==> src/rtl/dzcpu_pkg.sv <==
// Shared flow-control codes, sequencer state encoding and default widths for the dzcpu
// micro-sequencer.
package dzcpu_pkg;

    localparam int unsigned UaddrWDefault = 8;

    localparam logic [3:0] FlowOp          = 4'd0;
    localparam logic [3:0] FlowInc         = 4'd1;
    localparam logic [3:0] FlowEof         = 4'd2;
    localparam logic [3:0] FlowIncEof      = 4'd3;
    localparam logic [3:0] FlowIncEofZ     = 4'd4;
    localparam logic [3:0] FlowIncEofNz    = 4'd5;
    localparam logic [3:0] FlowEofFu       = 4'd6;
    localparam logic [3:0] FlowIncEofFu    = 4'd7;
    localparam logic [3:0] FlowUpdateFlags = 4'd8;
    localparam logic [3:0] FlowNop         = 4'd9;

    typedef enum logic [2:0] {
        StIdle,
        StFetch,
        StDecode,
        StCbDec,
        StExec
    } useq_state_e;

endpackage

==> src/rtl/dzcpu_useq_next.sv <==
// Pure decode of a micro-op's flow field into strobes, end-of-instruction and the
// sequential next micro-address.
module dzcpu_useq_next
    import dzcpu_pkg::*;
#(
    parameter int unsigned UADDR_W = UaddrWDefault
) (
    input  logic [3:0]         uflow_i,
    input  logic               zflag_i,
    input  logic               ujcb_i,
    input  logic [UADDR_W-1:0] uaddr_i,
    output logic [UADDR_W-1:0] uaddr_next_o,
    output logic               uaddr_wrap_o,
    output logic               pc_inc_o,
    output logic               flags_update_o,
    output logic               end_o
);

    logic end_raw;

    always_comb begin
        pc_inc_o       = 1'b0;
        flags_update_o = 1'b0;
        end_raw        = 1'b0;
        case (uflow_i)
            FlowInc: begin
                pc_inc_o = 1'b1;
            end
            FlowEof: begin
                end_raw = 1'b1;
            end
            FlowIncEof: begin
                pc_inc_o = 1'b1;
                end_raw  = 1'b1;
            end
            FlowIncEofZ: begin
                pc_inc_o = 1'b1;
                end_raw  = zflag_i;
            end
            FlowIncEofNz: begin
                pc_inc_o = 1'b1;
                end_raw  = ~zflag_i;
            end
            FlowEofFu: begin
                flags_update_o = 1'b1;
                end_raw        = 1'b1;
            end
            FlowIncEofFu: begin
                pc_inc_o       = 1'b1;
                flags_update_o = 1'b1;
                end_raw        = 1'b1;
            end
            FlowUpdateFlags: begin
                flags_update_o = 1'b1;
            end
            default: ;
        endcase
        // A jcb micro-op always hops to the CB page, so its end code is dropped.
        end_o = end_raw & ~ujcb_i;
    end

    assign uaddr_next_o = uaddr_i + UADDR_W'(1);
    assign uaddr_wrap_o = &uaddr_i;

endmodule

==> src/rtl/dzcpu_useq.sv <==
// dzcpu micro-sequencer: latches opcodes, walks their micro-op flows through the ROM,
// emits PC/flag strobes and counts retired instructions.
module dzcpu_useq
    import dzcpu_pkg::*;
#(
    parameter int unsigned UADDR_W = UaddrWDefault,
    parameter int unsigned CNT_W   = 16
) (
    input  logic               iClock,
    input  logic               iReset,
    input  logic [7:0]         iMdata,
    input  logic               iMdataValid,
    input  logic               iStall,
    input  logic [UADDR_W-1:0] iFlowIdx,
    input  logic [UADDR_W-1:0] iCbFlowIdx,
    input  logic [3:0]         iUflow,
    input  logic               iUjcb,
    input  logic               iZflag,
    output logic [7:0]         oMop,
    output logic               oCbSel,
    output logic [UADDR_W-1:0] oUaddr,
    output logic               oFetchReq,
    output logic               oPcInc,
    output logic               oFlagsUpdate,
    output logic               oInstrDone,
    output logic [CNT_W-1:0]   oInstrCnt,
    output logic               oUerr
);

    useq_state_e        state_q, state_d;
    logic [7:0]         mop_q, mop_d;
    logic               cb_sel_q, cb_sel_d;
    logic [UADDR_W-1:0] uaddr_q, uaddr_d;
    logic               done_q, done_d;
    logic [CNT_W-1:0]   cnt_q, cnt_d;
    logic               uerr_q, uerr_d;

    logic [UADDR_W-1:0] uaddr_inc;
    logic               uaddr_wrap;
    logic               dec_pc_inc;
    logic               dec_flags_update;
    logic               dec_end;
    logic               exec_fire;

    dzcpu_useq_next #(
        .UADDR_W(UADDR_W)
    ) u_next (
        .uflow_i       (iUflow),
        .zflag_i       (iZflag),
        .ujcb_i        (iUjcb),
        .uaddr_i       (uaddr_q),
        .uaddr_next_o  (uaddr_inc),
        .uaddr_wrap_o  (uaddr_wrap),
        .pc_inc_o      (dec_pc_inc),
        .flags_update_o(dec_flags_update),
        .end_o         (dec_end)
    );

    // A jcb micro-op holds (no strobes) until the CB operand byte arrives.
    assign exec_fire = (state_q == StExec) && !iStall && !iReset && (!iUjcb || iMdataValid);

    assign oFetchReq    = (state_q == StFetch);
    assign oPcInc       = exec_fire & dec_pc_inc;
    assign oFlagsUpdate = exec_fire & dec_flags_update;

    always_comb begin
        state_d  = state_q;
        mop_d    = mop_q;
        cb_sel_d = cb_sel_q;
        uaddr_d  = uaddr_q;
        cnt_d    = cnt_q;
        uerr_d   = uerr_q;
        done_d   = 1'b0;
        if (!iStall) begin
            case (state_q)
                StIdle: begin
                    state_d = StFetch;
                end
                StFetch: begin
                    if (iMdataValid) begin
                        mop_d    = iMdata;
                        cb_sel_d = 1'b0;
                        state_d  = StDecode;
                    end
                end
                StDecode: begin
                    uaddr_d = iFlowIdx;
                    state_d = StExec;
                end
                StCbDec: begin
                    uaddr_d = iCbFlowIdx;
                    state_d = StExec;
                end
                StExec: begin
                    if (iUjcb) begin
                        if (iMdataValid) begin
                            mop_d    = iMdata;
                            cb_sel_d = 1'b1;
                            state_d  = StCbDec;
                        end
                    end else if (dec_end) begin
                        done_d  = 1'b1;
                        cnt_d   = cnt_q + CNT_W'(1);
                        state_d = StFetch;
                    end else begin
                        uaddr_d = uaddr_inc;
                        if (uaddr_wrap) begin
                            uerr_d = 1'b1;
                        end
                    end
                end
                default: begin
                    state_d = StIdle;
                end
            endcase
        end
    end

    always_ff @(posedge iClock) begin
        if (iReset) begin
            state_q  <= StIdle;
            mop_q    <= 8'h00;
            cb_sel_q <= 1'b0;
            uaddr_q  <= '0;
            done_q   <= 1'b0;
            cnt_q    <= '0;
            uerr_q   <= 1'b0;
        end else begin
            state_q  <= state_d;
            mop_q    <= mop_d;
            cb_sel_q <= cb_sel_d;
            uaddr_q  <= uaddr_d;
            done_q   <= done_d;
            cnt_q    <= cnt_d;
            uerr_q   <= uerr_d;
        end
    end

    assign oMop       = mop_q;
    assign oCbSel     = cb_sel_q;
    assign oUaddr     = uaddr_q;
    assign oInstrDone = done_q;
    assign oInstrCnt  = cnt_q;
    assign oUerr      = uerr_q;

endmodule

==> config.mk <==
export PLATFORM = sky130hd
export DESIGN_NAME = dzcpu_useq
export DESIGN_NICKNAME = d
export VERILOG_FILES = /design/src/rtl/dzcpu_pkg.sv /design/src/rtl/dzcpu_useq_next.sv /design/src/rtl/dzcpu_useq.sv
export SDC_FILE = /design/constraint.sdc
export NUM_CORES = 1
export LEC_CHECK = 0
export CAP_MARGIN = 10
export CORE_ASPECT_RATIO = 0.5
export CORE_MARGIN = 2
export CORE_UTILIZATION = 50
export CTS_CLUSTER_SIZE = 20
export DETAILED_ROUTE_END_ITERATION = 6
export PLACE_DENSITY = 0.92
export SETUP_SLACK_MARGIN = 0.05
export SYNTH_ARGS = -nofsm -noshare
export SYNTH_HDL_FRONTEND = slang
export SYNTH_SLANG_ARGS = --single-unit
==> constraint.sdc <==
create_clock -name iClock -period 4.8 [get_ports iClock]
set_clock_uncertainty 0.05 [all_clocks]
set_input_delay 0.96 -clock iClock [delete_from_list [all_inputs] [get_ports iClock]]
set_output_delay 0.96 -clock iClock [all_outputs]
set_load 0.05 [all_outputs]
======== After elaboration in Yosys (flattened, before gate mapping) ========
Index checks and enable logic that the tools add are counted.
word-level totals
  bits in writable memories ............... 0
  word-level logic and storage cells ...... 76
  output and inout bits ................... 38
  memories ................................ 0
  memory bits (read-only) ................. 0
  latch bits .............................. 0
  register bits ........................... 38
  input port bits ......................... 34
operators by class
  shift operators ......................... 0
  order comparisons ....................... 0
  multiplexer cells ....................... 19
  eq/ne operators ......................... 19
  bitwise logic cells ..................... 8
  div/mod/pow operators ................... 0
  multipliers ............................. 0
  add/sub/neg operators ................... 2
  reduce and logical (&&, ||, !) cells .... 21
operators by type and width
  cell                                           count
  2-to-1 mux 8 bit                               4
  one-hot mux 8 bit (3 select lines)             1
  adder 16 x 1 -> 16 bit, second input constant  1
  == test 4 x 3 -> 1 bit, second input constant  4
  one-hot mux 8 bit (2 select lines)             1
  2-to-1 mux 3 bit                               4
  one-hot mux 3 bit (4 select lines)             1
  AND reduction 12 bit                           1
  AND reduction 4 bit                            3
  != test 2 bit, second input constant           5
  adder 8 x 1 -> 8 bit, second input constant    1
  == test 4 x 2 -> 1 bit, second input constant  2
  OR reduction 4 bit                             2
  == test 3 x 2 -> 1 bit, second input constant  2
  2-to-1 mux 1 bit                               6
  != test 3 bit, second input constant           2
  inverter 1 bit                                 5
  AND reduction 5 bit                            1
  OR reduction 5 bit                             1
  == test 4 x 1 -> 1 bit, second input constant  1
  == test 4 bit, second input constant           1
  AND 1 bit                                      3
  == test 3 x 1 -> 1 bit, second input constant  1
  == test 3 bit, second input constant           1
  11 further kinds                               15

======== Depth between registers and ports, before layout ========
Gate-level depths: netlist of the first run.
  word-level depth ........................ 7
  mapped depth ............................ 7
  depth with buffers taken out ............ 5

======== Hierarchy ========
From an unflattened synthesis of the first run, not the netlist that was laid out.
second synthesis, totals
  cell total of the unflattened synthesis .. 265
  area, all modules ....................... 2180.8 µm²
by module, submodules not included
  module           times used  cells each  area each (µm²)
  dzcpu_useq       1           239         2000.7
  dzcpu_useq_next  1           26          180.2

======== Least setup slack after synthesis of the first run ========
No wires, ideal clock.
  path type ............................... input port to output port
  from .................................... input iUjcb
  to ...................................... output oPcInc
  arrival time ............................ 2778 ps
  setup slack ............................. 1012 ps
  cell stages on the path ................. 5
  cell sequence ........................... nor3b_1 -> nand2_1 -> clkbuf_1 -> a21o_1 -> nor3_1
on the way
  longest elaborated chain between the ends .. 4
ends and longest elaborated chain
  item                line              source
  start: declaration  dzcpu_useq.sv:17  input logic iUjcb,
  logical NOT 1 bit   dzcpu_useq.sv:60  assign exec_fire = (state_q == StExec) && !iStall && !iReset && (!iUjcb || iMdataValid);
  logical OR 1 bit    dzcpu_useq.sv:60
  logical AND 1 bit   dzcpu_useq.sv:60
  AND 1 bit           dzcpu_useq.sv:63  assign oPcInc = exec_fire & dec_pc_inc;
  end: declaration    dzcpu_useq.sv:23  output logic oPcInc,
No other way between the ends.

======== Worst setup path in the final report of the first run ========
Same ends and word-level chain as after synthesis.

==> results.md, run 1 <==
Status:
- The flow ran to the end, and the final reports show no timing, DRC or antenna violations.

Timing:
- For the final routed database, the setup TNS stands at 0 ns.
- Hold is met by 0.454 ns.
- The time the worst path needs with I/O delays and setup is 4.38 ns.
- For the pin with the worst max-slew slack, the measured transition is 0.624 ns.
- The worst slew slack as a fraction of its limit is 0.584.
- The fmax is 0.228 GHz.
- Setup violations remaining at the end of the flow were counted as 0.
- The final hold violation count was 0.
- The setup slack of the critical path after layout is 0.416 ns.
- In the finished design, the share of the clock period the worst path needs comes to 0.913.
- Setup repair after global routing left no endpoint under its margin.
- The number of max-slew violations in the final report is 0.

Route:
- The count of antenna-violating nets left after detailed routing is 0.
- Summing over every cut layer, the via total after detailed routing is 2450.
- The first detailed-routing pass took 5 iterations.
- The routed wirelength normalized by instance count is 15.9 um.
- The initial DRC count is 157.
- The final layout contains routed wiring with a total length of 6.30 mm.
- The via density per instance is 6.19.
- For this run, design rule violations remaining after detail routing come to 0.

Clock network:
- TritonCTS built the clock tree.
- In this run the clock root is driven by a clkbuf_8.
- After clock tree synthesis, the flow added hold-fix buffers numbering 0.
- The worst-case clock buffer depth is 2.
- CTS built an H-tree with a depth of 2.
- TritonCTS created 5 clock buffers.
- The post-cts repair resize count is 0.
- The clock-pin slew reported for the worst setup and hold paths after clock tree synthesis is 0.07 ns.
- In this run the post-CTS setup repair buffer count came out at 0.
- Counting every sink on the clock net gives 38.
- The clock reaches the later pin of the worst-skew pair after 0.29 ns.

Hold path:
- The terminating pin of the worst hold path is oMop[6].
- The path type of the worst min-delay path is reg2reg.
- The worst hold path begins at oMop[6].
- The depth of the worst hold-timing path is 2.

Final layout:
- The total inserted antenna cells is 0.
- In the final layout, the share of cells above drive strength 1 is 0.0767.
- The commonest non-fill, non-tap cell in the layout is clkdlybuf4s50_1.
- The library cells used most frequently in the layout, excluding fill and tap cells, are clkdlybuf4s50_1, dfxtp_1, a21oi_1.
- For this run, the number of standard cells in the final layout without fillers is 396.
- The finished cells cover 3100 um2.
- The number of nets in the finished design is 374.
- Compared with the post-synthesis result, the final layout area differs by 36.8%.

Placed design:
- Prior to clock tree synthesis, the placed netlist has a worst setup slack of 0.423 ns.
- At the end of routability-driven placement, the weighted congestion stood at 0.931.
- Buffers placed on the I/O ports in this run total 71.
- The number of placed instances, taps included, is 388.
- The area of placed instances is 3000 um2.
- Detailed placement finished with a half-perimeter wire length of 4.50 mm.

Critical path:
- Traced cell by cell, the critical path runs through clkdlybuf4s50_1 -> nor3b_1 -> nand2_1 -> a21o_1 -> nor3_1 -> clkdlybuf4s50_1.
- The worst register-to-register path begins at state_q[2].
- The highest cell delay on the worst timing path is 0.84 ns.
- The required time of the critical path is 3.79 ns.
- The data arrival time of the critical path is 3.37 ns.
- The reg-to-reg setup timing slack is 2.31 ns.
- For the worst flop-to-flop path, the logic depth is 5.
- The nature of the critical path startpoint is an input port.
- The cell seen most often among critical-path stages is clkdlybuf4s50_1.
- STA classifies the critical path endpoint as an output pin.
- The peak fanout along the critical path is 11.
- The largest individual stage delay along the critical path comes from the cell clkdlybuf4s50_1.
- The worst reg2reg path endpoint is oInstrCnt[12].
- The critical path in this run is classified as in2out.

Yosys:
- The number of synthesized register bits is 38.
- During synthesis, Yosys emitted a total of 0 warnings.
- The most used flip-flop cell after synthesis is dfxtp_1.
- The count of mapped cells out of synthesis is 277.
- The synthesized netlist occupies a cell area of 2270 um2.
- The number of distinct library cells after synthesis is 56.
- Of the synthesized area, sequential elements account for 0.335.
- A synthesized cell averages 8.19 um2.
- The synthesized netlist net count is 313.
- Yosys mapped a number of flops with a built-in enable equal to 0.
- After synthesis, the share of flip-flops with an asynchronous set or reset is 0.

GRT:
- The global-route wire length before repair is 10.1 mm.
- The overall global routing resource usage is 0.244.
- The pin count of the biggest net entering global routing is 40.
- The via count of the first global-routing pass is 2197.
- The initial antenna violation count came to 0.
- For this run the aggregate overflow at the end of global routing stands at 0.

Die:
- The initial cell density of the core is 0.518.
- The count of boundary I/O pins is 72.
- The die outline height is 51.6 um.
- The number of rows in the core area is 17.
- The core area is 4380 um2.
- In this run the horizontal extent of the chip is 99.3 um.
- The die covers 5120 um2.

Pwr:
- The worst-case IR drop observed on VDD is 0.125 mV.
- The analysis attributes to cell leakage a power of 1.04 nW.
- For this design the ratio of total power to cell area is 229 nW/um2.

Job:
- The tool flagged a number of max-cap violations equal to 0.
==> synth_stat cells, drive strengths merged, types with 7 or more instances <==
cell / n / area share
nand2: 18 / 0.030
a21oi: 21 / 0.046
o41ai: 8 / 0.031
nor2b: 10 / 0.028
a221oi: 7 / 0.027
nand3: 7 / 0.015
inv: 17 / 0.028
o21ai: 8 / 0.018
o311ai: 8 / 0.031
clkbuf: 17 / 0.028
dfxtp: 38 / 0.34
nor2: 16 / 0.026
mux2i: 8 / 0.035
o22ai: 7 / 0.019
or2: 7 / 0.019
==> routing by layer <==
layer | global-route usage | vias up | part of all wire
met2 | 0.421 | 78 | 0.48
li1 | - | 1179 | -
met4 | 0.0708 | 0 | 0.015
met3 | 0.0430 | 13 | 0.051
met5 | 0 | - | 0
met1 | 0.319 | 1180 | 0.45
==> report_power, final <==
group / total, W / switching, W / internal [W]
clock: 0.000270 / 0.000114 / 0.000156
sequential: 0.000324 / 0.00000447 / 0.000319
combinational: 0.000118 / 0.0000649 / 0.0000530
total: 0.000711 / 0.000184 / 0.000528
==> critical path, delay by kind of cell <==
family / cells / cell delay (ns)
buf+inv: 2 / 1.33
simple gates: 3 / 0.81
compound gates: 1 / 0.26
==> layout make-up <==
type	instances	area [um2]
multi-input cells	201	1360
fillers	331	1280
flip-flops and latches	38	761
repair buffers	75	741
clock buffers	7	76.3
well taps	57	71.3
inverters	17	63.8
clock inverters	1	30.0
==> cells by family after synthesis <==
| kind of cell | after synthesis | synth area share |
|---|---|---|
| xor gates and xnor gates | 2 | 0.00772 |
| and+or+nand+nor | 97 | 0.240 |
| buffers and inverters | 38 | 0.0678 |
| DFF | 38 | 0.335 |
| muxes | 10 | 0.0452 |
| adders and majority gates | 2 | 0.0110 |
| AOI/OAI and AO/OA | 90 | 0.293 |
==> sequential cells by signal (all words and copies together), names as in the netlist <==
| register | cells |
|---|---|
| oInstrCnt | 16 |
| oMop | 8 |
| state_q | 3 |
| oCbSel | 1 |
| oUaddr | 8 |
| oUerr | 1 |
| oInstrDone | 1 |
==> worst max path at each step <==
stage | from | slack, ns | cells past startpoint | end
after floorplan | iUjcb | 1.01 | 5 | oPcInc
after global placement | iUjcb | 0.53 | 6 | oPcInc
after detailed placement | iUjcb | 0.42 | 6 | oPcInc
after CTS | iUjcb | 0.43 | 6 | oPcInc
after global routing | iUjcb | 0.34 | 6 | oPcInc
final | iUjcb | 0.42 | 6 | oPcInc
==> metrics by stage <==
stage / power [W] / utilization
floorplan: 0.000395 / -
global placement: 0.000444 / 0.684
detailed placement: 0.000447 / 0.684
CTS: 0.000709 / 0.708
global route: 0.000735 / 0.708
finish: 0.000711 / 0.708
Note: power is estimated with default switching activity, not from simulation.
==> run 2: changes to the inputs <==
- CORE_UTILIZATION: 50 -> 47
- PLACE_DENSITY: 0.92 -> 0.88
- clock period: 4.8 -> 4.4 ns (I/O delays scaled with it)
==> run 2 against run 1 <==
Against the previous run: design area up 0.89%; sequential power up 11%; wire length up 4.4%; die area up 6.0%; sequential share of layout area down 0.22 points; hold slack worse by 0.0056 ns; first-iteration DRC count up 35%; via count up 1.3%; register-to-register slack worse by 0.78 ns; global-route usage up 0.48 points; setup slack better by 0.32 ns.
==> results.md, run 2 (synthesis results as in run 1) <==
Timing:
- Dividing the final minimum period by the clock period gives 0.832.
- The number of max-slew violations in the final report was 0 (unchanged).
- The slew at the pin closest to its max-slew limit was 0.886 ns (was 0.624 ns).
- The worst slew slack as a fraction of its limit is 0.408 (was 0.584).
- The setup total negative slack is 0 ns (unchanged).
- Unrepaired setup endpoints after global routing: false (unchanged).
- The final hold violation count is 0 (unchanged).
- Derived from the worst setup path, the maximum achievable clock frequency is 0.273 GHz.
- The number of setup violations in the final report is 0 (unchanged).
- The worst path needs 3.66 ns of the cycle, external delays included.

Critical path:
- The data arrival time of the critical path is 2.73 ns (was 3.37 ns).
- The required time of the critical path is 3.47 ns (was 3.79 ns).
- The standard cell with the maximum stage delay on the critical path is clkdlybuf4s50_1 (unchanged).
- The reg-to-reg setup timing slack is 1.53 ns (was 2.31 ns).
- The nature of the critical path startpoint was an input port (unchanged).
- The type of element capturing the critical path is an output pin (unchanged).
- The worst reg2reg path endpoint is oInstrCnt[10] (was oInstrCnt[12]).
- The highest cell delay on the worst timing path is 0.51 ns (was 0.84 ns).
- Crit-path cells: clkdlybuf4s50_1 -> nor3b_1 -> nand2_1 -> a21o_1 -> nor3_1 -> buf_4 (was clkdlybuf4s50_1 -> nor3b_1 -> nand2_1 -> a21o_1 -> nor3_1 -> clkdlybuf4s50_1).
- The critical path class is in2out (unchanged).
- The critical register-to-register path startpoint is state_q[2] (unchanged).
- The worst setup path startpoint is iStall (was iUjcb).
- The number of cells on the worst reg-to-reg path is 4 (was 5).
- The peak fanout along the critical path is 11 (unchanged).

Final layout:
- The share of layout cells above drive strength 1 is 0.0831 (was 0.0767).
- The total inserted antenna cells is 0 (unchanged).
- The multi-input combinational cell area is 1360 um2 (unchanged).
- The layout-stage area growth over the synthesis result is 38.0% (was 36.8%).
- The number of inserted filler cells in the final layout is 371 (was 331).
- The commonest non-fill, non-tap cell in the layout is clkdlybuf4s50_1 (unchanged).
- The number of nets in the finished design was 372 (was 374).
- The register area came to 761 um2 (unchanged).
- Commonest cells after routing, fill and taps aside: clkdlybuf4s50_1, dfxtp_1, a21oi_1 (unchanged).
- The number of flip-flops under the largest register name is 16 (unchanged).

Die:
- The number of rows in the core area is 17 (unchanged).
- The core area is 4510 um2 (was 4380 um2).
- The initial cell density of the core came to 0.503 (was 0.518).
- The width of the die is 102 um (was 99.3 um).
- The count of boundary I/O pins is 72 (unchanged).
- The die outline height is 53.1 um (was 51.6 um).
- The total die area is 5430 um2 (was 5120 um2).

Clock network:
- The number of buffers created by CTS came to 5 (unchanged).
- The worst-skew pair later-pin latency is 0.29 ns (about the same).
- The deepest level of the CTS H-tree is 2 (unchanged).
- The number of sinks driven by the clock tree is 38 (unchanged).
- The worst-case clock buffer depth is 2 (unchanged).
- The total setup buffers inserted after CTS is 0 (unchanged).
- The buffer cell driving the clock tree root is clkbuf_8 (unchanged).
- The clock-pin slew reported for the worst setup and hold paths after clock tree synthesis is 0.08 ns (was 0.07 ns).
- The CTS tree is yes (unchanged).
- The post-cts repair resize count is 0 (unchanged).
- The count of hold buffers inserted by post-cts repair is 0 (unchanged).

GRT:
- The initial antenna violation count came to 0 (unchanged).
- The global-route wire length before repair is 10.6 mm (was 10.1 mm).
- The pin count of the biggest net entering global routing was 40 (unchanged).
- The overall global routing resource usage is 0.249 (was 0.244).
- The via count of the first global-routing pass is 2319 (was 2197).
- The total congestion overflow is 0 (unchanged).

Route:
- The count of TritonRoute iterations in the first routing pass is 6 (was 5).
- The count of antenna-violating nets left after detailed routing is 0 (unchanged).
- The detailed-route via count came to 2482 (was 2450).
- The routed wire length is 6.58 mm (was 6.30 mm).
- The initial DRC count is 212 (was 157).
- The routed wirelength normalized by instance count is 16.3 um (was 15.9 um).
- The via density per instance came to 6.16 (was 6.19).
- The total DRC errors in the routed layout is 0 (unchanged).

Status:
- Outcome: finished, final reports clean (unchanged).

Pwr:
- The part of the power in combinational logic is 0.145 (was 0.166).
- The power per cell area is 272 nW/um2 (was 229 nW/um2).
- The sequential cell fraction of total power is 0.422 (was 0.455).
- The switching share of power came to 0.240 (was 0.258).
- The overall power consumption is 0.000852 W (was 0.000711 W).
- The cell internal power dissipation is 0.000647 W (was 0.000528 W).
- The worst-case vdd ir drop is 0.196 mV (was 0.125 mV).
- The clock power share is 0.434 (was 0.379).
- The leakage power is 1.05 nW (was 1.04 nW).
- The total net switching power is 0.000205 W (was 0.000184 W).

Hold path:
- The worst min-delay path startpoint is oUerr (was oMop[6]).
- The path type of the worst min-delay path is reg2reg (unchanged).
- The depth of the worst hold-timing path is 2 (unchanged).
- The terminating pin of the worst hold path is oUerr (was oMop[6]).

Placed design:
- The post-detailed-placement half-perimeter wirelength was 4.54 mm (was 4.50 mm).
- The final estimated routing congestion in global placement came to 0.906 (was 0.931).
- The port buffer count is 71 (unchanged).

Job:
- The number of maximum-capacitance violations is 0 (unchanged).
## run 2: changes by cell type in the layout (fill, tap and decap cells not counted), sizes merged
cell,previous run,this run
clkbuf,7,6
clkdlybuf4s50,71,69
bufinv,1,2
## run 2: area by class of cell
class                      instances  area share
sequential                        38       0.243
inverter                          17      0.0204
clock buffer                       6      0.0264
tap                               66      0.0264
multi-input combinational        201       0.434
timing repair buffer              73       0.230
clock inverter                     2      0.0192
## run 2: critical path, delay by kind of cell
kind	cells	cell delay, ns
compound gates	1	0.26
buf+inv	2	0.74
simple gates	3	0.84
## run 2: per-stage QoR
step | area (um2) | setup WS (ns) | util | std cells | hold WS [ns]
after floorplan | 2270 | 0.772 | - | 277 | 0.654
after global placement | 2990 | 0.856 | 0.663 | 395 | 0.422
after detailed placement | 2990 | 0.792 | 0.663 | 395 | 0.432
after CTS | 3130 | 0.776 | 0.694 | 403 | 0.456
after global routing | 3130 | 0.490 | 0.694 | 403 | 0.483
final | 3130 | 0.740 | 0.694 | 403 | 0.448
## run 2: power groups by stage
stage,Combinational (W),Clock [W],Sequential [W]
2_1_floorplan,0.0000599,0,0.000371
3_3_place_gp,0.000117,0,0.000366
3_5_place_dp,0.000121,0,0.000366
4_1_cts,0.000122,0.000374,0.000358
5_1_grt,0.000131,0.000394,0.000360
6_report,0.000123,0.000369,0.000359
## run 2: routing by layer
| layer | GRT usage | vias to the layer above | routed length [um] |
|---|---|---|---|
| li1 | - | 1177 | - |
| met2 | 0.445 | 121 | 3240 |
| met1 | 0.303 | 1170 | 2830 |
| met4 | 0.0689 | 0 | 99 |
| met3 | 0.0594 | 14 | 407 |
| met5 | 0 | - | 0 |
## run 2: worst max path at each step
stage | cells after the start | slack, ns | endpoint
after floorplan | 5 | 0.77 | oPcInc
after CTS | 6 | 0.78 | oPcInc
after global routing | 6 | 0.49 | oPcInc
after detailed placement | 6 | 0.79 | oPcInc
final | 6 | 0.74 | oPcInc
after global placement | 6 | 0.86 | oPcInc
==> run 3: changes to the inputs <==
- clock period: 4.4 -> 3.8 ns (I/O delays scaled with it)
==> run 3 against run 2 <==
Against the previous run: sequential cell count is the same; hold slack gained 0.0064 ns; global-route usage shrank 0.33 points; critical path type unchanged; largest cell class unchanged; highest routed layer unchanged.
==> results.md, run 3 (synthesis results as in run 1) <==
Die:
- The width of the die is 102 um (unchanged).
- The initial cell density of the core is 0.503 (unchanged).
- The total die area was 5430 um2 (unchanged).
- The die outline height is 53.1 um (unchanged).
- The count of boundary I/O pins is 72 (unchanged).
- The number of rows in the core area is 17 (unchanged).
- The core area is 4510 um2 (unchanged).

Timing:
- The final hold violation count is 0 (unchanged).
- Derived from the worst setup path, the maximum achievable clock frequency is 0.293 GHz.
- The number of max-slew violations in the final report is 0 (unchanged).
- The worst slew slack as a fraction of its limit came to 0.263 (was 0.408).
- The slew at the pin closest to its max-slew limit is 1.10 ns (was 0.886 ns).
- The share of the clock period used by the worst path after layout is 0.899.
- The setup total negative slack is 0 ns (unchanged).
- Unrepaired setup endpoints after global routing: false (unchanged).
- The number of setup violations in the final report is 0 (unchanged).
- The time the worst path needs with I/O delays and setup is 3.42 ns.

Final layout:
- The layout-stage area growth over the synthesis result came to 37.0% (was 38.0%).
- The share of layout cells above drive strength 1 is 0.0828 (was 0.0831).
- The total inserted antenna cells came to 0 (unchanged).
- The commonest non-fill, non-tap cell in the layout is clkdlybuf4s50_1 (unchanged).
- The number of flip-flops under the largest register name came to 16 (unchanged).
- The cell area after layout came to 3110 um2 (was 3130 um2).
- The number of nets in the finished design is 373 (was 372).
- Commonest cells after routing, fill and taps aside: clkdlybuf4s50_1, dfxtp_1, a21oi_1 (unchanged).
- The number of inserted filler cells in the final layout is 360 (was 371).

Critical path:
- Crit-path cells: clkdlybuf4s50_1 -> nor3b_1 -> nand2_1 -> a21o_1 -> nor3_1 -> buf_12 (was clkdlybuf4s50_1 -> nor3b_1 -> nand2_1 -> a21o_1 -> nor3_1 -> buf_4).
- The nature of the critical path startpoint is an input port (unchanged).
- The standard cell with the maximum stage delay on the critical path is clkdlybuf4s50_1 (unchanged).
- The required time of the critical path is 2.99 ns (was 3.47 ns).
- The type of element capturing the critical path is an output pin (unchanged).
- The data arrival time of the critical path is 2.61 ns (was 2.73 ns).
- The peak fanout along the critical path came to 6 (was 11).
- The highest cell delay on the worst timing path is 0.53 ns (was 0.51 ns).
- The critical path class is in2out (unchanged).

Route:
- The routed wire length is 6.51 mm (was 6.58 mm).
- The total DRC errors in the routed layout came to 0 (unchanged).
- The detailed-route via count is 2481 (was 2482).
- The count of TritonRoute iterations in the first routing pass was 6 (unchanged).
- The via density per instance was 6.14 (was 6.16).
- The count of antenna-violating nets left after detailed routing is 0 (unchanged).
- The routed wirelength normalized by instance count is 16.1 um (was 16.3 um).
- The initial DRC count is 187 (was 212).

Clock network:
- The worst-skew pair later-pin latency is 0.30 ns (was 0.29 ns).
- The count of hold buffers inserted by post-cts repair came to 0 (unchanged).
- The post-cts repair resize count is 0 (unchanged).
- The CTS tree was yes (unchanged).
- The number of buffers created by CTS is 5 (unchanged).
- The buffer cell driving the clock tree root is clkbuf_8 (unchanged).
- The clock-pin slew reported for the worst setup and hold paths after clock tree synthesis came to 0.08 ns (about the same).
- The worst-case clock buffer depth is 2 (unchanged).
- The number of sinks driven by the clock tree is 38 (unchanged).
- The deepest level of the CTS H-tree was 2 (unchanged).
- The total setup buffers inserted after CTS was 0 (unchanged).

Placed design:
- The port buffer count is 71 (unchanged).
- The area of placed instances is 3020 um2 (was 2990 um2).
- The post-detailed-placement half-perimeter wirelength was 4.66 mm (was 4.54 mm).
- The final estimated routing congestion in global placement is 0.846 (was 0.906).

Pwr:
- The worst-case vdd ir drop came to 0.163 mV (was 0.196 mV).
- The power per cell area was 271 nW/um2 (was 272 nW/um2).
- The leakage power came to 1.04 nW (was 1.05 nW).

Job:
- The number of maximum-capacitance violations came to 0 (unchanged).

Hold path:
- The path type of the worst min-delay path was reg2reg (unchanged).

GRT:
- The overall global routing resource usage is 0.246 (was 0.249).
- The initial antenna violation count was 0 (unchanged).
- The total congestion overflow is 0 (unchanged).
- The pin count of the biggest net entering global routing is 40 (unchanged).
- The via count of the first global-routing pass is 2235 (was 2319).
- The global-route wire length before repair is 10.4 mm (was 10.6 mm).

Status:
- Outcome: finished, final reports clean (unchanged).
==> run 3: final cells by class <==
| class | instances | area [um2] | area share |
|---|---|---|---|
| clock inverter | 2 | 13.8 | 0.00443 |
| inverter | 17 | 63.8 | 0.0205 |
| multi-input combinational | 201 | 1360 | 0.438 |
| tap | 66 | 82.6 | 0.0266 |
| clock buffer | 6 | 72.6 | 0.0234 |
| timing repair buffer | 74 | 753 | 0.242 |
| sequential | 38 | 761 | 0.245 |
==> run 3: final timing paths <==
check | start | to | slack, ns | depth (start not counted)
setup / recovery | iStall | oPcInc | 0.38 | 6
hold / removal | oMop[1] | oMop[1] | 0.45 | 2
setup reg to reg | state_q[2] | oInstrCnt[12] | 1.03 | 4
hold reg to reg | oMop[1] | oMop[1] | 0.45 | 2
==> run 3: metal layers <==
| metal | track usage | routed length [um] |
|---|---|---|
| met1 | 0.294 | 2750 |
| met2 | 0.434 | 3170 |
| met3 | 0.0568 | 454 |
| met4 | 0.0956 | 136 |
| met5 | 0 | 0 |
==> run 3: metrics by stage <==
| step | hold slack, ns | util | total power, W | instances | worst slack, ns |
|---|---|---|---|---|---|
| floorplan | 0.654 | - | 0.000499 | 277 | 0.412 |
| global placement | 0.425 | 0.670 | 0.000560 | 396 | 0.599 |
| detailed placement | 0.438 | 0.670 | 0.000564 | 396 | 0.427 |
| CTS | 0.460 | 0.689 | 0.000840 | 404 | 0.420 |
| global route | 0.479 | 0.689 | 0.000871 | 404 | 0.321 |
| finish | 0.455 | 0.689 | 0.000841 | 404 | 0.384 |
==> run 3: worst max-delay path, delay by kind of cell <==
kind | cells | cell delay [ns]
AOI/OAI and AO/OA | 1 | 0.20
buffers and inverters | 2 | 0.72
and+or+nand+nor | 3 | 0.91
==> run 3: power by group <==
group	switching [W]	internal [W]
clock network	0.000155	0.000130
registers	0.0000125	0.000403
logic	0.0000757	0.0000656
total	0.000243	0.000598
